$ cat src/rtl/csa_stream_xor.sv
// CSA stream-layer descrambling front end: issues keystream requests per block,
// aligns returning keystream through a delay line, and buffers results in an output FIFO.
module csa_stream_xor #(
    parameter int KS_LAT     = 16,
    parameter int FIFO_DEPTH = 32
) (
    input  logic        clk,
    input  logic        rst,
    input  logic        in_valid,
    output logic        in_ready,
    input  logic [63:0] in_data,
    input  logic        in_sop,
    input  logic        in_eop,
    input  logic [3:0]  in_bytes,
    input  logic        in_bypass,
    output logic        ks_valid,
    output logic        ks_init,
    output logic [63:0] ks_sb,
    input  logic [63:0] ks_cb,
    output logic        out_valid,
    input  logic        out_ready,
    output logic [63:0] out_data,
    output logic        out_sop,
    output logic        out_eop,
    output logic [3:0]  out_bytes,
    output logic        err_abort,
    output logic [15:0] drop_cnt
);

    localparam int AW = $clog2(FIFO_DEPTH);
    localparam int CW = AW + 1;
    localparam int EW = 70;

    typedef enum logic [0:0] {
        WAIT_SOP = 1'b0,
        IN_PKT   = 1'b1
    } state_t;

    state_t        state_r, state_nxt;
    logic [CW-1:0] credit_r;
    logic          bypass_r;
    logic          err_abort_r;
    logic [15:0]   drop_cnt_r;
    logic          accept_s, issue_s, drop_s, start_s, abort_s;
    logic          pkt_bypass_s;
    logic [3:0]    eff_bytes_s;

    logic [63:0]   dl_data   [KS_LAT];
    logic          dl_valid  [KS_LAT];
    logic          dl_sop    [KS_LAT];
    logic          dl_eop    [KS_LAT];
    logic          dl_first  [KS_LAT];
    logic          dl_bypass [KS_LAT];
    logic [3:0]    dl_bytes  [KS_LAT];

    logic [EW-1:0] fifo_mem [FIFO_DEPTH];
    logic [AW:0]   wr_ptr_r, rd_ptr_r;
    logic          push_s, pop_s, empty_s;
    logic [63:0]   exit_word_s;
    logic [EW-1:0] rd_entry_s;

    // Zero every byte lane at or above the valid byte count.
    function automatic logic [63:0] mask_bytes(input logic [63:0] w, input logic [3:0] n);
        logic [63:0] r;
        r = w;
        for (int i = 0; i < 8; i++) begin
            if (i >= int'(n)) begin
                r[8*i +: 8] = 8'h00;
            end else begin
                r[8*i +: 8] = w[8*i +: 8];
            end
        end
        return r;
    endfunction

    // Credit covers both in-flight and buffered blocks, so the FIFO can never overflow.
    assign in_ready = (credit_r < CW'(FIFO_DEPTH)) && !rst;
    assign accept_s = in_valid && in_ready;

    // Packet FSM next-state and per-block decode.
    always_comb begin
        state_nxt = state_r;
        issue_s   = 1'b0;
        drop_s    = 1'b0;
        start_s   = 1'b0;
        abort_s   = 1'b0;
        if (accept_s) begin
            case (state_r)
                WAIT_SOP: begin
                    if (in_sop) begin
                        issue_s   = 1'b1;
                        start_s   = 1'b1;
                        state_nxt = in_eop ? WAIT_SOP : IN_PKT;
                    end else begin
                        drop_s    = 1'b1;
                    end
                end
                IN_PKT: begin
                    issue_s = 1'b1;
                    if (in_sop) begin
                        start_s   = 1'b1;
                        abort_s   = 1'b1;
                        state_nxt = in_eop ? WAIT_SOP : IN_PKT;
                    end else if (in_eop) begin
                        state_nxt = WAIT_SOP;
                    end else begin
                        state_nxt = IN_PKT;
                    end
                end
                default: state_nxt = WAIT_SOP;
            endcase
        end else begin
            state_nxt = state_r;
        end
    end

    // Keystream request and effective byte count for the accepted block.
    always_comb begin
        pkt_bypass_s = start_s ? in_bypass : bypass_r;
        ks_valid     = issue_s;
        ks_init      = issue_s && start_s && !in_bypass;
        ks_sb        = ks_init ? in_data : 64'd0;
        if (in_eop && (in_bytes != 4'd0) && (in_bytes <= 4'd8)) begin
            eff_bytes_s = in_bytes;
        end else begin
            eff_bytes_s = 4'd8;
        end
    end

    // FSM state, packet bypass flag, abort pulse and drop counter.
    always_ff @(posedge clk) begin
        if (rst) begin
            state_r     <= WAIT_SOP;
            bypass_r    <= 1'b0;
            err_abort_r <= 1'b0;
            drop_cnt_r  <= 16'd0;
        end else begin
            state_r     <= state_nxt;
            err_abort_r <= abort_s;
            if (start_s) begin
                bypass_r <= in_bypass;
            end
            if (drop_s && (drop_cnt_r != 16'hFFFF)) begin
                drop_cnt_r <= drop_cnt_r + 16'd1;
            end
        end
    end

    // Delay line that lines each block up with its keystream word.
    always_ff @(posedge clk) begin
        if (rst) begin
            for (int i = 0; i < KS_LAT; i++) begin
                dl_valid[i]  <= 1'b0;
                dl_data[i]   <= 64'd0;
                dl_sop[i]    <= 1'b0;
                dl_eop[i]    <= 1'b0;
                dl_first[i]  <= 1'b0;
                dl_bypass[i] <= 1'b0;
                dl_bytes[i]  <= 4'd0;
            end
        end else begin
            dl_valid[0]  <= issue_s;
            dl_data[0]   <= in_data;
            dl_sop[0]    <= in_sop;
            dl_eop[0]    <= in_eop;
            dl_first[0]  <= start_s;
            dl_bypass[0] <= pkt_bypass_s;
            dl_bytes[0]  <= eff_bytes_s;
            for (int i = 1; i < KS_LAT; i++) begin
                dl_valid[i]  <= dl_valid[i-1];
                dl_data[i]   <= dl_data[i-1];
                dl_sop[i]    <= dl_sop[i-1];
                dl_eop[i]    <= dl_eop[i-1];
                dl_first[i]  <= dl_first[i-1];
                dl_bypass[i] <= dl_bypass[i-1];
                dl_bytes[i]  <= dl_bytes[i-1];
            end
        end
    end

    // Init blocks and bypass packets pass through; everything else is XORed with keystream.
    always_comb begin
        if (dl_first[KS_LAT-1] || dl_bypass[KS_LAT-1]) begin
            exit_word_s = mask_bytes(dl_data[KS_LAT-1], dl_bytes[KS_LAT-1]);
        end else begin
            exit_word_s = mask_bytes(dl_data[KS_LAT-1] ^ ks_cb, dl_bytes[KS_LAT-1]);
        end
    end

    assign push_s     = dl_valid[KS_LAT-1];
    assign empty_s    = (wr_ptr_r == rd_ptr_r);
    assign pop_s      = out_valid && out_ready;
    assign rd_entry_s = fifo_mem[rd_ptr_r[AW-1:0]];

    // FIFO storage.
    always_ff @(posedge clk) begin
        if (push_s) begin
            fifo_mem[wr_ptr_r[AW-1:0]] <= {exit_word_s, dl_sop[KS_LAT-1],
                                           dl_eop[KS_LAT-1], dl_bytes[KS_LAT-1]};
        end
    end

    // FIFO pointers and credit counter.
    always_ff @(posedge clk) begin
        if (rst) begin
            wr_ptr_r <= '0;
            rd_ptr_r <= '0;
            credit_r <= '0;
        end else begin
            if (push_s) begin
                wr_ptr_r <= wr_ptr_r + (AW+1)'(1);
            end
            if (pop_s) begin
                rd_ptr_r <= rd_ptr_r + (AW+1)'(1);
            end
            case ({issue_s, pop_s})
                2'b10:   credit_r <= credit_r + CW'(1);
                2'b01:   credit_r <= credit_r - CW'(1);
                default: credit_r <= credit_r;
            endcase
        end
    end

    // Outputs are forced low during reset.
    always_comb begin
        out_valid = !empty_s && !rst;
        if (out_valid) begin
            out_data  = rd_entry_s[69:6];
            out_sop   = rd_entry_s[5];
            out_eop   = rd_entry_s[4];
            out_bytes = rd_entry_s[3:0];
        end else begin
            out_data  = 64'd0;
            out_sop   = 1'b0;
            out_eop   = 1'b0;
            out_bytes = 4'd0;
        end
        err_abort = err_abort_r && !rst;
        drop_cnt  = rst ? 16'd0 : drop_cnt_r;
    end

endmodule

$ cat config.mk
export PLATFORM = sky130hd
export DESIGN_NAME = csa_stream_xor
export DESIGN_NICKNAME = d
export VERILOG_FILES = /design/src/rtl/csa_stream_xor.sv
export SDC_FILE = /design/constraint.sdc
export NUM_CORES = 2
export LEC_CHECK = 0
export CORE_UTILIZATION = 55
export CTS_BUF_LIST = sky130_fd_sc_hd__clkbuf_16
export CTS_CLUSTER_SIZE = 28
export DETAILED_ROUTE_END_ITERATION = 10
export PLACE_DENSITY = 0.74
export SYNTH_ARGS = -nofsm -noshare
export SYNTH_HDL_FRONTEND = slang
export SYNTH_SLANG_ARGS = --single-unit
$ cat constraint.sdc
create_clock -name clk -period 13.1 [get_ports clk]
set_input_delay 3.275 -clock clk [delete_from_list [all_inputs] [get_ports clk]]
set_output_delay 3.275 -clock clk [all_outputs]
set_load 0.005 [all_outputs]
## Word-level counts from Yosys, hierarchy flattened

Memory sizes are Yosys's and may differ from the RTL's. A register that Yosys moved wholly into a read port is not among the register bits.
Cells that the tools add are included.

| word-level totals | value |
|---|---|
| register bits | 37 |
| RAM bits | 3408 |
| input port bits | 139 |
| output and inout bits | 155 |
| word-level logic and storage cells | 321 |
| memories | 8 |

Memories:

| memory | words | width | read ports | clocked after memory_dff | write ports | RTL line | RTL |
|---|---|---|---|---|---|---|---|
| fifo_mem | 32 | 70 | 1 | 1 | 1 | 56 | `logic [EW-1:0] fifo_mem [FIFO_DEPTH];` |
| dl_data | 16 | 64 | 16 | 0 | 16 | 48 | `logic [63:0] dl_data [KS_LAT];` |
| dl_bytes | 16 | 4 | 16 | 0 | 16 | 54 | `logic [3:0] dl_bytes [KS_LAT];` |
| dl_bypass | 16 | 1 | 16 | 0 | 16 | 53 | `logic dl_bypass [KS_LAT];` |
| dl_eop | 16 | 1 | 16 | 0 | 16 | 51 | `logic dl_eop [KS_LAT];` |
| dl_first | 16 | 1 | 16 | 0 | 16 | 52 | `logic dl_first [KS_LAT];` |
| 2 more memories | - | - | - | - | - | - |  |

| operators by class | value |
|---|---|
| add/subtract/negate cells | 5 |
| $lt $le $gt $ge | 10 |
| equal/unequal tests | 4 |
| multiplexer cells | 155 |
| bitwise gates (word level) | 115 |
| reductions and logical operators | 17 |

Operators by type and width:

| kind | count |
|---|---|
| 64-bit 2-to-1 mux | 19 |
| 8-bit 2-to-1 mux | 16 |
| 1-bit OR | 112 |
| 1-bit 2-to-1 mux | 96 |
| 4-bit 2-to-1 mux | 18 |
| 64-bit XOR | 1 |
| 6-bit by 1-bit adder with 6-bit output, second input constant | 3 |
| 16-bit by 1-bit adder with 16-bit output, second input constant | 1 |
| 3-bit by 4-bit >= comparator with 1-bit output, first input constant | 4 |
| 16-bit 2-to-1 mux | 1 |
| 16-bit inequality test, second input constant | 1 |
| 6-bit one-hot mux with 2 select lines | 1 |
| 1-bit logical AND | 10 |
| 5-bit 2-to-1 mux | 2 |
| 1-bit by 4-bit >= comparator with 1-bit output, first input constant | 2 |
| 2-bit by 4-bit >= comparator with 1-bit output, first input constant | 2 |
| 6-bit == test | 1 |
| 6-bit less-than comparator, second input constant | 1 |
| 6-bit by 1-bit subtractor with 6-bit output, second input constant | 1 |
| 4-bit less-or-equal comparator, second input constant | 1 |
| 1-bit one-hot mux with 2 select lines | 2 |
| 4-bit nonzero test | 1 |
| 1-bit logical NOT | 3 |
| 3-bit OR reduction | 1 |
| other kinds (5) | 6 |

## Depth between registers and ports, before layout

| logic depth | value |
|---|---|
| depth after elaboration | 7 |
| mapped depth | 13 |

## Least setup slack after synthesis

Ideal clock, no wire load.

| timing path | value |
|---|---|
| path type | input -> output |
| start point | input rst |
| end point | output ks_sb[10] |
| data arrival time | 4.557 ns |
| setup slack | 5.268 ns |
| stages | 7 |
| buffers on the path | 3 |
| path through | clkbuf_1 -> nor3b_1 -> and2_1 -> nor2b_1 -> clkbuf_2 -> clkbuf_1 -> and2_1 |

| between the ends | value |
|---|---|
| cells in the longest elaborated chain, start to end | 7 |

RTL lines:

| element | RTL line | RTL |
|---|---|---|
| start: declaration | 8 | `input logic rst,` |
| 1-bit logical NOT * | 77 | `assign in_ready = (credit_r < CW'(FIFO_DEPTH)) && !rst;` |
| 1-bit logical AND * | 77 |  |
| 1-bit logical AND * | 78 | `assign accept_s = in_valid && in_ready;` |
| 1-bit 2-to-1 mux | 87 | `if (accept_s) begin` |
| 1-bit logical AND * (2 in series) | 121 | `ks_init = issue_s && start_s && !in_bypass;` |
| 64-bit 2-to-1 mux * | 122 | `ks_sb = ks_init ? in_data : 64'd0;` |
| end: declaration | 18 | `output logic [63:0] ks_sb,` |

Every way passes the cells marked *; elsewhere a longest branch is shown, timed or not.

## Worst setup path after layout

| timing path | value |
|---|---|
| start point | input rst |
| end point | output out_data[30] |

| between the ends | value |
|---|---|
| cells in the longest elaborated chain, start to end | 3 |

RTL lines:

| element | RTL line | RTL |
|---|---|---|
| 1-bit logical NOT | 226 | `out_valid = !empty_s && !rst;` |
| 1-bit logical AND | 226 |  |
| 64-bit 2-to-1 mux | 227 | `if (out_valid) begin` |
| end: declaration | 22 | `output logic [63:0] out_data,` |

Every way passes these cells.

==> results.tsv <==
metric	value	unit
run_status	finished clean	
route.antenna.remaining_nets	0	
clkTransAtPathRegs	0.06	ns
synth_seq_cells	3449	
route.vias.total	59877	
core_area	218000	µm²
cp-end-kind	primary output	
wl	268000	µm
dp_cells	9625	
grt.total_usage	24.2	%
syn2layout_area_growth	13.7	%
antenna_found_initial	14	
routedWlPerCell	26.2	µm
skew	0.0752	ns
timing.critical_path.from	rst	
post_cts_buffers	0	
drtIter0Drc	7285	
overflow	0	
ir_drop	0.124	mV
timing.rr.end	credit_r[4]$_SDFFE_PP0P_	
cp_max_fo	63	
worst_slew_pin_slew	1.45	ns
place.gp.congestion	0.813	
viasPerCell	5.85	
yosysWarnings	0	
port_buffers	293	
holdWs	0.375	ns
critPathRequiredTime	9.82	ns
ys_async_sr_fraction	0	%
row_count	171	
hp-class	flop to flop	
initial_core_util	55.4	%
synthFlopType	edfxtp_1	
drt_first_pass_iters	5	
critPathMaxStageDelay	0.73	ns
die_h	470	µm
endpoint	out_data[30]	
finalHoldViolCount	0	
route.detailed.drc	0	
period_needed	10.13	ns
maxCapViolCount	0	
synthesis.nets	6845	
crit_path_frequent_cell	buf_4	
start_kind	primary input	
grt_pass1_vias	59285	
dp_hpwl	143000	µm
drv_slew	0	
relSlewSlack	3.30	%
r2r-start	wr_ptr_r[2]$_SDFFE_PP0P_	
clk_latency	0.96	ns
arrival	6.86	ns
setup-violations-final	0	
p_total	20.8	mW
max_freq	98.7	MHz
post_cts_resized	0	
synth_area	121000	µm²
syn_inst	6697	
cts-root-buf	clkbuf_16	
layout.cells.non_filler	10234	
cts_tree	done	
nNetsFinal	7268	
htreeDepth	5	
drive_gt1_share	16.7	%
grt_pass1_wl	389000	µm
postCtsHoldBufs	0	
critPathSlowestCell	buf_4	
finish.utilization	63.1	%
total_leakage_power	45.2	nW
die_w	470	µm
path_cells	buf_8, a21o_1, buf_4, inv_2, buf_4, o221ai_1, a311oi_1, clkdlybuf4s50_1	
io_pins	294	
cts_made_buffers	345	
fin_tns_setup	0	ns
pwr_density_cell	152	nW/µm²
synth-edff-count	2240	
die_area	221000	µm²
multi_input_area	27400	µm²
syn-mean-instance-area	18.0	µm²
clk_path_buf_depth	4	
synth_cell_types	67	
reg2reg_depth	14	
crit_type	primary input to primary output	
ys_seq_area_share	75.8	%
nFillCells	14626	
min_period_over_period	77.3	%
r2r_slack	9.03	ns
register_area	91500	µm²
grt_max_degree	251	
grt_setup_unrepaired	false	
clock_sink_count	3449	
-- placed cells by master (no fill, tap or decap), types with 30 or more instances in the layout --
cell	count
edfxtp_1	2240
dfxtp_1	1204
nor2b_1	1202
mux4_2	501
clkbuf_16	357
clkdlybuf4s50_1	292
nand2_1	194
buf_4	143
nor2_1	117
inv_1	92
and2_1	87
mux2i_1	77
xor2_1	73
clkinv_1	66
o221ai_1	55
clkinv_2	54
a221oi_1	41
nor2_2	40
a211oi_1	38
a311oi_1	34
a21oi_1	33
mux4_1	32
a22oi_1	30
-- area by class of cell --
class / count / area share [%]
flip-flops and latches: 3449 / 66.7
multi-input cells: 2867 / 19.9
repair buffers: 446 / 3.06
inverters: 11 / 0.0319
diodes: 5 / 0.00912
well taps: 2854 / 2.60
clock buffers: 357 / 6.51
clock inverters: 245 / 1.16
-- synthesized netlist by cell type, types with 4 or more instances --
library cell  instances  share of area, %
buf_12               13              0.22
o21a_1                4             0.025
mux2_2               18              0.17
o221ai_1             55              0.40
nand4_1               8             0.041
a311oi_1             34              0.25
mux4_2              501               9.4
mux2i_1              77              0.64
buf_4                31              0.19
nand2_1             195              0.61
a22o_1                9             0.065
buf_2                62              0.26
buf_1                 8             0.025
nor2_1              184              0.57
o21ai_0              14             0.058
and3_1                6             0.031
buf_6                35              0.33
nand3_1              28              0.12
o22ai_1              26              0.13
o22a_1                6             0.044
inv_1                10             0.031
nor3_1               19             0.079
o211ai_1              4             0.025
a211oi_1             38              0.24
xor2_1               73              0.53
o31a_1               29              0.21
a2111oi_0             6             0.044
clkbuf_1            210              0.65
nand2b_1             14             0.073
a221oi_1             41              0.30
nor2b_1            1207               6.3
ha_1                  9             0.093
and2_1               87              0.45
buf_8                 9              0.11
a22oi_1              30              0.19
xnor2_1              18              0.13
mux4_1               32              0.70
or3_1                 7             0.036
edfxtp_1           2240                56
nor4_1               14             0.073
or2_2                 7             0.036
dfxtp_1            1209                20
a21oi_1              34              0.14
-- state kept, by name, indices dropped and copies added, names as in the netlist, 16 cells and up, named ones only --
register    cells
fifo_mem     2240
dl_data      1024
dl_bytes       64
dl_bypass      16
dl_eop         16
dl_first       16
dl_sop         16
dl_valid       16
drop_cnt_r     16
-- logic make-up after synthesis --
family / share of synthesized area, %
multiplexers: 10.9
AND/OR/NAND/NOR: 8.49
XOR/XNOR: 0.661
flip-flops: 75.8
buffers and inverters: 1.83
AO/OA/AOI/OAI: 2.26
adder cells (fa/ha/maj): 0.0933
-- power breakdown --
part	internal, mW	total, mW	switching (mW)
Clock	5.28	9.17	3.89
Combinational	0.0742	0.178	0.103
Sequential	11.5	11.5	0.00708
Total	16.8	20.8	4.00
-- worst min path at each step --
stage | startpoint | endpoint | slack, ns | cells after the start
final | dl_data[0][544]$_SDFF_PP0_ | dl_data[0][608]$_SDFF_PP0_ | 0.37 | 1
after global routing | dl_data[0][544]$_SDFF_PP0_ | dl_data[0][608]$_SDFF_PP0_ | 0.38 | 1
after CTS | dl_data[0][544]$_SDFF_PP0_ | dl_data[0][608]$_SDFF_PP0_ | 0.37 | 1
after detailed placement | dl_data[0][85]$_SDFF_PP0_ | dl_data[0][149]$_SDFF_PP0_ | 0.42 | 1
after global placement | dl_data[0][123]$_SDFF_PP0_ | dl_data[0][187]$_SDFF_PP0_ | 0.42 | 1
after floorplan | dl_bypass[0][9]$_SDFF_PP0_ | dl_bypass[0][10]$_SDFF_PP0_ | 0.41 | 1
-- routing by layer --
metal	track usage (%)	wire, µm
met5	0	27
met3	4.93	28100
met1	32.0	101000
met2	39.2	128000
met4	10.1	11800
-- metrics by stage --
| step | setup slack (ns) | area, µm² |
|---|---|---|
| floorplan | 5.27 | 121000 |
| CTS | 3.03 | 137000 |
| detailed placement | 3.07 | 127000 |
| finish | 2.97 | 137000 |
| global placement | 3.09 | 127000 |
| global route | 2.92 | 137000 |
-- critical path, delay by kind of cell --
| kind | cells | cell delay [ns] |
|---|---|---|
| buf+inv | 5 | 2.34 |
| compound gates | 3 | 1.12 |
No activity file was read; power rests on OpenSTA's default activity.
